## config.mk

```make
export PLATFORM = sky130hd
export DESIGN_NAME = poly_voice_allocator
export DESIGN_NICKNAME = d
export VERILOG_FILES = /design/src/rtl/poly_voice_allocator_pkg.sv /design/src/rtl/poly_voice_allocator_key_sync.sv /design/src/rtl/poly_voice_allocator.sv
export SDC_FILE = /design/constraint.sdc
export NUM_CORES = 1
export LEC_CHECK = 0
export CORE_UTILIZATION = 45
export CTS_CLUSTER_SIZE = 20
export DETAILED_ROUTE_END_ITERATION = 8
export GPL_ROUTABILITY_DRIVEN = 0
export HOLD_SLACK_MARGIN = 0.12
export PLACE_DENSITY = 0.68
export SLEW_MARGIN = 20
export SYNTH_ARGS = -nofsm -noshare
export SYNTH_HDL_FRONTEND = slang
export SYNTH_SLANG_ARGS = --single-unit
```

## constraint.sdc

```tcl
create_clock -name clk -period 4.5 [get_ports clk]
set_clock_uncertainty 0.05 [all_clocks]
set_input_delay 0.9 -clock clk [delete_from_list [all_inputs] [get_ports clk]]
set_output_delay 0.9 -clock clk [all_outputs]
set_load 0.03 [all_outputs]
```

## src/rtl/poly_voice_allocator_pkg.sv

```systemverilog
// ============================================================================
// Module : voice_pkg
// Brief  : Shared defaults and index/rank types for the polyphonic allocator.
// Rev    : 1.0  initial release
// ============================================================================
`default_nettype none

package voice_pkg;

   localparam int NUM_KEYS_DEF   = 12;
   localparam int NUM_VOICES_DEF = 3;

   typedef logic [$clog2(NUM_KEYS_DEF)-1:0]     key_idx_t;
   typedef logic [$clog2(NUM_VOICES_DEF+1)-1:0] rank_t;

endpackage

`default_nettype wire

```

## src/rtl/poly_voice_allocator_key_sync.sv

```systemverilog
// ============================================================================
// Module : key_sync
// Brief  : Parametrised-width two-flop synchroniser for raw key switches.
// Rev    : 1.0  initial release
// ============================================================================
`default_nettype none

module key_sync #(
   parameter int WIDTH = 12
) (
   input  logic             clk,
   input  logic             rst_n,
   input  logic [WIDTH-1:0] d,
   output logic [WIDTH-1:0] q
);

   logic [WIDTH-1:0] r_meta;
   logic [WIDTH-1:0] r_sync;

   always_ff @(posedge clk) begin
      if (!rst_n) begin
         r_meta <= '0;
         r_sync <= '0;
      end else begin
         r_meta <= d;
         r_sync <= r_meta;
      end
   end

   assign q = r_sync;

endmodule

`default_nettype wire

```

## src/rtl/poly_voice_allocator.sv

```systemverilog
// ============================================================================
// Module : poly_voice_allocator
// Brief  : Assigns held keys to voices, frees on release, optionally steals oldest.
// Rev    : 1.0  initial release
// ============================================================================
`default_nettype none

module poly_voice_allocator
   import voice_pkg::*;
#(
   parameter int NUM_KEYS   = NUM_KEYS_DEF,
   parameter int NUM_VOICES = NUM_VOICES_DEF,
   parameter int STEAL_EN   = 1
) (
   input  logic                           clk,
   input  logic                           rst_n,
   input  logic [NUM_KEYS-1:0]            switches,
   output logic [NUM_VOICES*NUM_KEYS-1:0] note_out,
   output logic [NUM_VOICES-1:0]          voice_active,
   output logic [NUM_VOICES-1:0]          note_on,
   output logic                           steal
);

   localparam int c_KW = (NUM_KEYS > 1) ? $clog2(NUM_KEYS) : 1;
   localparam int c_VW = (NUM_VOICES > 1) ? $clog2(NUM_VOICES) : 1;
   localparam int c_RW = $clog2(NUM_VOICES + 1);

   logic [NUM_KEYS-1:0]            w_keys_s;

   logic [c_KW-1:0]                r_owner [NUM_VOICES];
   logic [NUM_VOICES-1:0]          r_active;
   logic [c_RW-1:0]                r_rank  [NUM_VOICES];
   logic [NUM_KEYS-1:0]            r_dropped;
   logic [NUM_VOICES*NUM_KEYS-1:0] r_note_out;
   logic [NUM_VOICES-1:0]          r_note_on;
   logic                           r_steal;

   logic [NUM_KEYS-1:0]            w_owner_hot [NUM_VOICES];
   logic [NUM_VOICES-1:0]          w_release;
   logic [NUM_KEYS-1:0]            w_assigned;
   logic [NUM_KEYS-1:0]            w_pending;
   logic [NUM_KEYS-1:0]            w_new_note;
   logic [NUM_KEYS-1:0]            w_steal_mask;
   logic [NUM_KEYS-1:0]            w_dropped_next;
   logic                           w_pend_any;
   logic [c_KW-1:0]                w_pend_idx;
   logic                           w_free_any;
   logic [c_VW-1:0]                w_free_idx;
   logic [c_VW-1:0]                w_victim_idx;
   logic [c_RW-1:0]                w_victim_rank;
   logic [c_VW-1:0]                w_target;
   logic                           w_alloc;
   logic                           w_steal;
   logic [NUM_VOICES-1:0]          w_vacate;
   logic [c_RW-1:0]                w_rank_next [NUM_VOICES];

   key_sync #(
      .WIDTH (NUM_KEYS)
   ) u_key_sync (
      .clk   (clk),
      .rst_n (rst_n),
      .d     (switches),
      .q     (w_keys_s)
   );

   always_comb begin
      for (int v = 0; v < NUM_VOICES; v++) begin
         for (int k = 0; k < NUM_KEYS; k++) begin
            w_owner_hot[v][k] = (r_owner[v] == c_KW'(k));
         end
      end
   end

   for (genvar v = 0; v < NUM_VOICES; v++) begin : g_release
      assign w_release[v] = r_active[v] & ~|(w_owner_hot[v] & w_keys_s);
   end

   always_comb begin
      w_assigned = '0;
      for (int v = 0; v < NUM_VOICES; v++) begin
         if (r_active[v]) w_assigned = w_assigned | w_owner_hot[v];
      end
      w_pending = w_keys_s & ~w_assigned & ~r_dropped;
   end

   // Lowest-index pending key and lowest-index free voice
   always_comb begin
      w_pend_any = |w_pending;
      w_pend_idx = '0;
      for (int k = NUM_KEYS - 1; k >= 0; k--) begin
         if (w_pending[k]) w_pend_idx = c_KW'(k);
      end
      w_free_any = ~&r_active;
      w_free_idx = '0;
      for (int v = NUM_VOICES - 1; v >= 0; v--) begin
         if (!r_active[v]) w_free_idx = c_VW'(v);
      end
   end

   always_comb begin
      w_victim_idx  = '0;
      w_victim_rank = '0;
      for (int v = 0; v < NUM_VOICES; v++) begin
         if (r_active[v] && (r_rank[v] >= w_victim_rank)) begin
            w_victim_idx  = c_VW'(v);
            w_victim_rank = r_rank[v];
         end
      end
   end

   // Free voices come from registered state only; a voice releasing now is not reusable yet
   assign w_alloc  = w_pend_any & (w_free_any | (STEAL_EN != 0));
   assign w_steal  = w_alloc & ~w_free_any;
   assign w_target = w_free_any ? w_free_idx : w_victim_idx;

   always_comb begin
      w_steal_mask = '0;
      for (int v = 0; v < NUM_VOICES; v++) begin
         w_vacate[v] = w_release[v] | (w_steal & (w_target == c_VW'(v)));
         if (w_steal && (w_target == c_VW'(v))) w_steal_mask = w_steal_mask | w_owner_hot[v];
      end
      w_dropped_next = (r_dropped | w_steal_mask) & w_keys_s;
   end

   always_comb begin
      w_new_note = '0;
      for (int k = 0; k < NUM_KEYS; k++) begin
         if (w_pend_idx == c_KW'(k)) w_new_note[NUM_KEYS-1-k] = 1'b1;
      end
   end

   // Survivors close the gaps left by vacated younger voices, then age by one on allocation
   always_comb begin
      logic [c_RW-1:0] w_cnt;
      for (int v = 0; v < NUM_VOICES; v++) begin
         w_cnt = '0;
         for (int u = 0; u < NUM_VOICES; u++) begin
            if (w_vacate[u] && (r_rank[u] < r_rank[v])) w_cnt = w_cnt + c_RW'(1);
         end
         w_rank_next[v] = r_rank[v] - w_cnt + c_RW'(w_alloc);
      end
   end

   always_ff @(posedge clk) begin
      if (!rst_n) begin
         for (int v = 0; v < NUM_VOICES; v++) begin
            r_owner[v] <= '0;
            r_rank[v]  <= '0;
         end
         r_active   <= '0;
         r_dropped  <= '0;
         r_note_out <= '0;
         r_note_on  <= '0;
         r_steal    <= 1'b0;
      end else begin
         r_note_on <= '0;
         r_steal   <= w_steal;
         r_dropped <= w_dropped_next;
         for (int v = 0; v < NUM_VOICES; v++) begin
            if (w_alloc && (w_target == c_VW'(v))) begin
               r_owner[v]                         <= w_pend_idx;
               r_active[v]                        <= 1'b1;
               r_rank[v]                          <= '0;
               r_note_out[v*NUM_KEYS +: NUM_KEYS] <= w_new_note;
               r_note_on[v]                       <= 1'b1;
            end else if (w_release[v]) begin
               r_owner[v]                         <= '0;
               r_active[v]                        <= 1'b0;
               r_rank[v]                          <= '0;
               r_note_out[v*NUM_KEYS +: NUM_KEYS] <= '0;
            end else if (r_active[v]) begin
               r_rank[v] <= w_rank_next[v];
            end
         end
      end
   end

   assign note_out     = r_note_out;
   assign voice_active = r_active;
   assign note_on      = r_note_on;
   assign steal        = r_steal;

endmodule

`default_nettype wire
```

# After elaboration in Yosys (flattened, before gate mapping)
# Memory sizes are Yosys's and may differ from the RTL's.
# Cells that the tools add are included.
op_classes:
  eq_ne: 46
  n_addsub: 12
  bitwise_logic: 38
  n_mux: 111
  magnitude_cmp: 12
  n_reduce_logical: 34
ops:
  columns: ["op", "n"]
  rows:
  - ["12-bit two-way mux", 12]
  - ["12-bit bitwise AND", 6]
  - ["4-bit two-way mux", 18]
  - ["4-bit by 3-bit equality test with 1-bit output (second input constant)", 16]
  - ["4-bit equality test (second input constant)", 16]
  - ["12-bit bitwise OR", 5]
  - ["1-bit two-way mux", 59]
  - ["12-bit OR reduction", 4]
  - ["2-bit two-way mux", 22]
  - ["4-bit by 2-bit equality test with 1-bit output (second input constant)", 8]
  - ["12-bit NOT", 2]
  - ["1-bit logical AND", 18]
  - ["2-bit less-than comparator", 9]
  - ["1-bit bitwise OR", 18]
  - ["4-bit by 1-bit equality test with 1-bit output (second input constant)", 4]
  - ["4-bit zero test", 4]
  - ["2-bit by 1-bit adder with 2-bit output (second input constant)", 6]
  - ["1-bit bitwise AND", 7]
  - ["2-bit by 1-bit adder with 2-bit output", 3]
  - ["2-bit nonzero test", 3]
  - ["2-bit subtractor", 3]
  - ["2-bit >= comparator", 2]
  - ["1-bit zero test", 3]
  - ["3-bit AND reduction", 1]
  - ["4 further kinds", 4]
word_totals:
  out_inout_bits: 43
  wordCells: 266
  n_memories: 2
  reg_bits: 79
  ramBits: 18
memory_table:
  columns: ["name", "depth", "word_bits", "read_ports", "rd_ports_with_merged_regs", "wr", "line", "source"]
  rows:
  - ["r_owner", 3, 4, 3, 0, 3, "poly_voice_allocator.sv:30", "logic [c_KW-1:0] r_owner [NUM_VOICES];"]
  - ["r_rank", 3, 2, 3, 0, 3, "poly_voice_allocator.sv:32", "logic [c_RW-1:0] r_rank [NUM_VOICES];"]

# Longest topological paths before layout
# Gate-level depths: netlist of run 1.
# An unclocked memory read counts as a cell.
depth:
  word_depth: 25
  ltp_mapped: 23

# Cells and area by module
# From an unflattened synthesis of run 1, not the netlist that was laid out.
hier_totals:
  cells_unflattened: 543
  area_unflattened_um2: 5187.5
modules_own_cells:
  columns: ["mod", "cells_each", "seq_area_each_um2", "area_per_inst_um2", "n_inst"]
  rows:
  - ["poly_voice_allocator", 493, 1601.5, 4511.8, 1]
  - ["key_sync", 50, 480.5, 675.6, 1]

# Worst setup path after synthesis of run 1
# No wires, ideal clock.
synth_path:
  path_kind: "register -> register"
  start: "register r_active[0], in the netlist voice_active[0]"
  end: "memory r_rank[0][1] in the netlist's numbering, data pin"
  t_arrival_ns: 4.696
  setup_slack_ns: -0.501
  stages_incl_launch_ff: 24
  synth_period_minus_slack_ns: 5.001
  cell_sequence: "dfxtp_1 -> clkbuf_1 -> inv_1 -> nor2_1 -> ha_1 -> nand2b_1 -> a21oi_1 -> nor2b_1 -> mux2_2 -> ha_1 -> nand2b_1 -> a21o_1 -> o31ai_1 -> and2_1 -> clkbuf_1 -> a21oi_1 -> a211oi_1 -> ha_1 -> ha_1 -> inv_1 -> ha_1 -> xor2_1 -> xnor2_1 -> and2_1"
synth_lines:
  columns: ["item", "line", "source"]
  rows:
  - ["from (decl)", "poly_voice_allocator.sv:31", "logic [NUM_VOICES-1:0] r_active;"]
  - ["from (signal assigned)", "poly_voice_allocator.sv:150", "r_active <= '0;"]
  - ["from (signal, indexed assignment)", "poly_voice_allocator.sv:162", "r_active[v] <= 1'b1;"]
  - ["from (signal, indexed assignment)", "poly_voice_allocator.sv:168", "r_active[v] <= 1'b0;"]
  - ["to (decl)", "poly_voice_allocator.sv:32", null]

==> results of run 1 <==
-- power groups by stage --
stage	Sequential, mW	Clock (mW)	Combinational (mW)
final	1.00	0.756	0.667
after global routing	1.01	0.796	0.718
after CTS	1.00	0.763	0.613
after detailed placement	1.02	0	0.610
after global placement	1.02	0	0.598
after floorplan	1.01	0	0.426
-- final cells by class --
type | count | area share
clock buffers | 12 | 0.0403
repair buffers | 84 | 0.120
multi-input cells | 417 | 0.468
inverters | 21 | 0.0123
flip-flops and latches | 97 | 0.326
clock inverters | 4 | 0.00509
well taps | 143 | 0.0280
-- registers in the layout, summed over array words and instances, names as in the netlist --
signal,flops
voice_active,3
steal,1
r_dropped,12
u_key_sync.r_meta,12
r_owner,12
r_rank,6
u_key_sync.q,12
note_out,36
note_on,3
-- metal layers --
metal,global-route usage,part of all wire,vias to the layer above
met2,0.392,0.45,244
met3,0.0523,0.080,49
met5,0,0,-
met4,0.119,0.038,0
li1,-,-,2252
met1,0.359,0.44,2347
-- cells in the final DEF, fill, tap and decap left out, drive strengths merged, types with 11 or more instances in the layout --
cell type       n
a32o           15
ha             19
edfxtp         14
buf            28
nor2           48
nand4          20
inv            23
a41oi          11
nand3          12
nor2b          20
nand2          35
a22o           14
and2           37
dfxtp          83
nand2b         11
o21ai          14
clkbuf         12
clkdlybuf4s50  56
a21oi          24
o2bb2ai        13
-- what timing repair did --
item,CTS,global route
resized for setup,0,14
setup endpoints to repair,0,4
buffers inserted,0,7
-- worst max-delay path by stage --
stage,slack (ns),end,depth (start not counted),start
final,0.16,r_rank[0][1]$_SDFFCE_PN0P_,21,r_rank[0][0]$_SDFFCE_PN0P_
after global routing,-0.01,r_rank[0][1]$_SDFFCE_PN0P_,21,r_rank[0][0]$_SDFFCE_PN0P_
after CTS,0.1,r_rank[0][1]$_SDFFCE_PN0P_,21,voice_active[0]$_SDFFE_PN0P_
after detailed placement,0.13,r_rank[0][1]$_SDFFCE_PN0P_,21,voice_active[0]$_SDFFE_PN0P_
after global placement,0.30,r_rank[0][1]$_SDFFCE_PN0P_,21,voice_active[0]$_SDFFE_PN0P_
after floorplan,0.02,r_rank[2][1]$_SDFFCE_PN0P_,23,voice_active[0]$_SDFFE_PN0P_
-- critical path, delay by kind of cell (launching register included) --
kind | cells | cell delay, ns
AOI/OAI and AO/OA | 5 | 0.80
xor gates and xnor gates | 2 | 0.27
adders and majority gates | 5 | 1.28
buffers and inverters | 2 | 0.13
DFF | 1 | 0.38
muxes | 1 | 0.35
and+or+nand+nor | 6 | 0.84
-- cell usage after synthesis, types with 5 or more instances --
cell type | instances | share of area
nand2b_1 | 11 | 0.013
inv_1 | 19 | 0.014
dfxtp_1 | 83 | 0.32
a32o_1 | 15 | 0.029
and2_1 | 35 | 0.042
a41oi_1 | 11 | 0.018
nand2_1 | 35 | 0.025
a211oi_1 | 7 | 0.010
edfxtp_1 | 14 | 0.080
a22o_1 | 14 | 0.023
ha_1 | 19 | 0.045
o2bb2ai_1 | 13 | 0.022
a31oi_1 | 8 | 0.0095
nor2b_1 | 20 | 0.024
o21ai_0 | 13 | 0.012
nor2_1 | 48 | 0.034
a22oi_1 | 6 | 0.0086
xnor2_1 | 7 | 0.012
nand3_1 | 12 | 0.011
a211o_1 | 6 | 0.010
buf_2 | 14 | 0.013
o22ai_1 | 5 | 0.0059
nand4_1 | 20 | 0.024
nor3_1 | 6 | 0.0057
or2_2 | 5 | 0.0059
nand3b_1 | 7 | 0.010
a21oi_1 | 23 | 0.022
clkbuf_1 | 19 | 0.014
-- logic make-up after synthesis --
group                    Yosys count
AND/OR/NAND/NOR                  229
AO/OA/AOI/OAI                    151
flip-flops                        97
buffers and inverters             60
adder cells (fa/ha/maj)           19
XOR/XNOR                           9
multiplexers                       9
==> impl_metrics.toml, run 1 <==
[clock_network]
cts_tree = "done"
cts.clk_slew.worst_paths_ns = 0.07
clock_latency_ns = 0.35
cts_max_level = 3
clock-sinks = 97
clockBufferDepth = 2
ctsHoldBuffers = 0
cts_root_buffer = "clkbuf_16"
cts_buffers = 9

[final_layout]
nets = 663
fin_cells = 778
multi_input_area_sq_um = 2990
syn_to_final_growth_pct = 21.5
layout-drive-gt1-share = 0.129
num_antenna_cells = 0
final_core_util = 0.560
design_area_sq_um = 6400
fill_cells = 1007
seqCellArea_sq_um = 2090

[yosys]
synthCells = 574
synth-edff-count = 14
yosysUniqueCellTypes = 71
avgSynthCellArea_sq_um = 9.17
ys.flop_type = "dfxtp_1"
synth_top_family_by_area = "simple AND/OR/NAND/NOR gates"
syn_area_sq_um = 5270
yosys.area_share.simple = 0.247
yosys_register_bits = 97
synthAdderAreaFrac = 0.0452
synthMuxAreaShare = 0.0250
syn-num-nets = 607
synth_compound_area_frac = 0.223
ys_seq_area_frac = 0.395
async_flop_share = 0
synthXorXnorAreaFrac = 0.0150
yosysWarnings = 0

[sta]
period_needed_ns = 4.34
max_freq_mhz = 231
hold_viol = 0
finalSetupTns_ns = 0
whs_ns = 0.382
slew_viol_final = 0
finalSetupViolations = 0
worst_slew_pin_slew_ns = 0.805
layout_setup_ws_ns = 0.165
relSlewSlack = 0.462
finalCritPeriodShare = 0.963

[die]
coreArea_sq_um = 11400
die_height_um = 110
initial_utilization = 0.461
die_w_um = 110
io_pins = 57
num_rows = 39
die_area_sq_um = 12100

[job]
cap_violations = 0

[worst_setup_path]
crit_required_ns = 4.56
crit_slowest_cell = "edfxtp_1"
start_kind = "register"
r2r-start = "r_rank[0][0]$_SDFFCE_PN0P_"
setup.worst_path.class = "register to register"
critical_path.cell_chain = "inv_1, nor2_1, ha_1, nand2b_4, a21oi_4, nor2b_2, mux2_2, ha_1, nand2b_4, a21o_1, o31ai_4, and2_4, a21oi_2, a211oi_1, ha_1, ha_1, inv_1, ha_1, xor2_1, xnor2_1, and2_1"
crit_fanout = 3
crit_arrival_ns = 4.39
ff2ff_path_depth = 21
cp_common_cell = "ha_1"
r2r-end = "r_rank[0][1]$_SDFFCE_PN0P_"
max_stage_delay_ns = 0.38
r2r_slack_ns = 0.16
worstSetupEndpointType = "register"

[power_and_ir_drop]
power.total_mw = 2.42
power.internal_mw = 1.60
seqPwrFrac = 0.413
switching_share = 0.338
ir_drop_mv = 0.232
clkPwrFrac = 0.312
power_leakage_nw = 2.31
p_comb_frac = 0.275
switchingPower_mw = 0.819
power_per_cell_area_nw_per_um2 = 379

[min_path]
hold_depth = 1
hold_end = "u_key_sync.q[6]$_SDFF_PN0_"
hold_start = "u_key_sync.r_meta[6]$_SDFF_PN0_"
hold_path.class = "register to register"

[placement]
place_area_sq_um = 5990
dpl.hpwl_mm = 11.0
portBuffers = 56
dp_cells = 755
pre_cts_slack_ns = 0.130

[outcome]
outcome = "finished, final reports clean"

[grt]
grt_start_max_net_pins = 49
grt_usage = 0.260
antenna_found_initial = 0
grt_pass1_vias = 4459
grt_overflow_total = 0
grt_pass1_wl_mm = 23.6

[route]
dr.pass1.iters = 7
vias = 4892
drtIter0Drc = 522
routed_wl_mm = 15.2
vias_per_cell = 6.29
wl_per_cell_um = 19.6
ant_nets = 0
drc = 0
Note: power is estimated with default switching activity, not from simulation.
==> run 2, diff against run 1 <==
--- a/config.mk
+++ b/config.mk
@@ -5,12 +5,14 @@
 export SDC_FILE = /design/constraint.sdc
 export NUM_CORES = 1
 export LEC_CHECK = 0
+export CAP_MARGIN = 20
 export CORE_UTILIZATION = 45
 export CTS_CLUSTER_SIZE = 20
 export DETAILED_ROUTE_END_ITERATION = 8
 export GPL_ROUTABILITY_DRIVEN = 0
 export HOLD_SLACK_MARGIN = 0.12
 export PLACE_DENSITY = 0.68
+export SKIP_LAST_GASP = 1
 export SLEW_MARGIN = 20
 export SYNTH_ARGS = -nofsm -noshare
 export SYNTH_HDL_FRONTEND = slang
==> results of run 2 <==
Final layout, timing and power as in run 1 (identical DEF).
==> run 3, diff against run 2 <==
--- a/config.mk
+++ b/config.mk
@@ -13,7 +13,7 @@
 export HOLD_SLACK_MARGIN = 0.12
 export PLACE_DENSITY = 0.68
 export SKIP_LAST_GASP = 1
-export SLEW_MARGIN = 20
+export SLEW_MARGIN = 15
 export SYNTH_ARGS = -nofsm -noshare
 export SYNTH_HDL_FRONTEND = slang
 export SYNTH_SLANG_ARGS = --single-unit
==> results of run 3 <==
Final layout, timing and power as in run 1 (identical DEF).
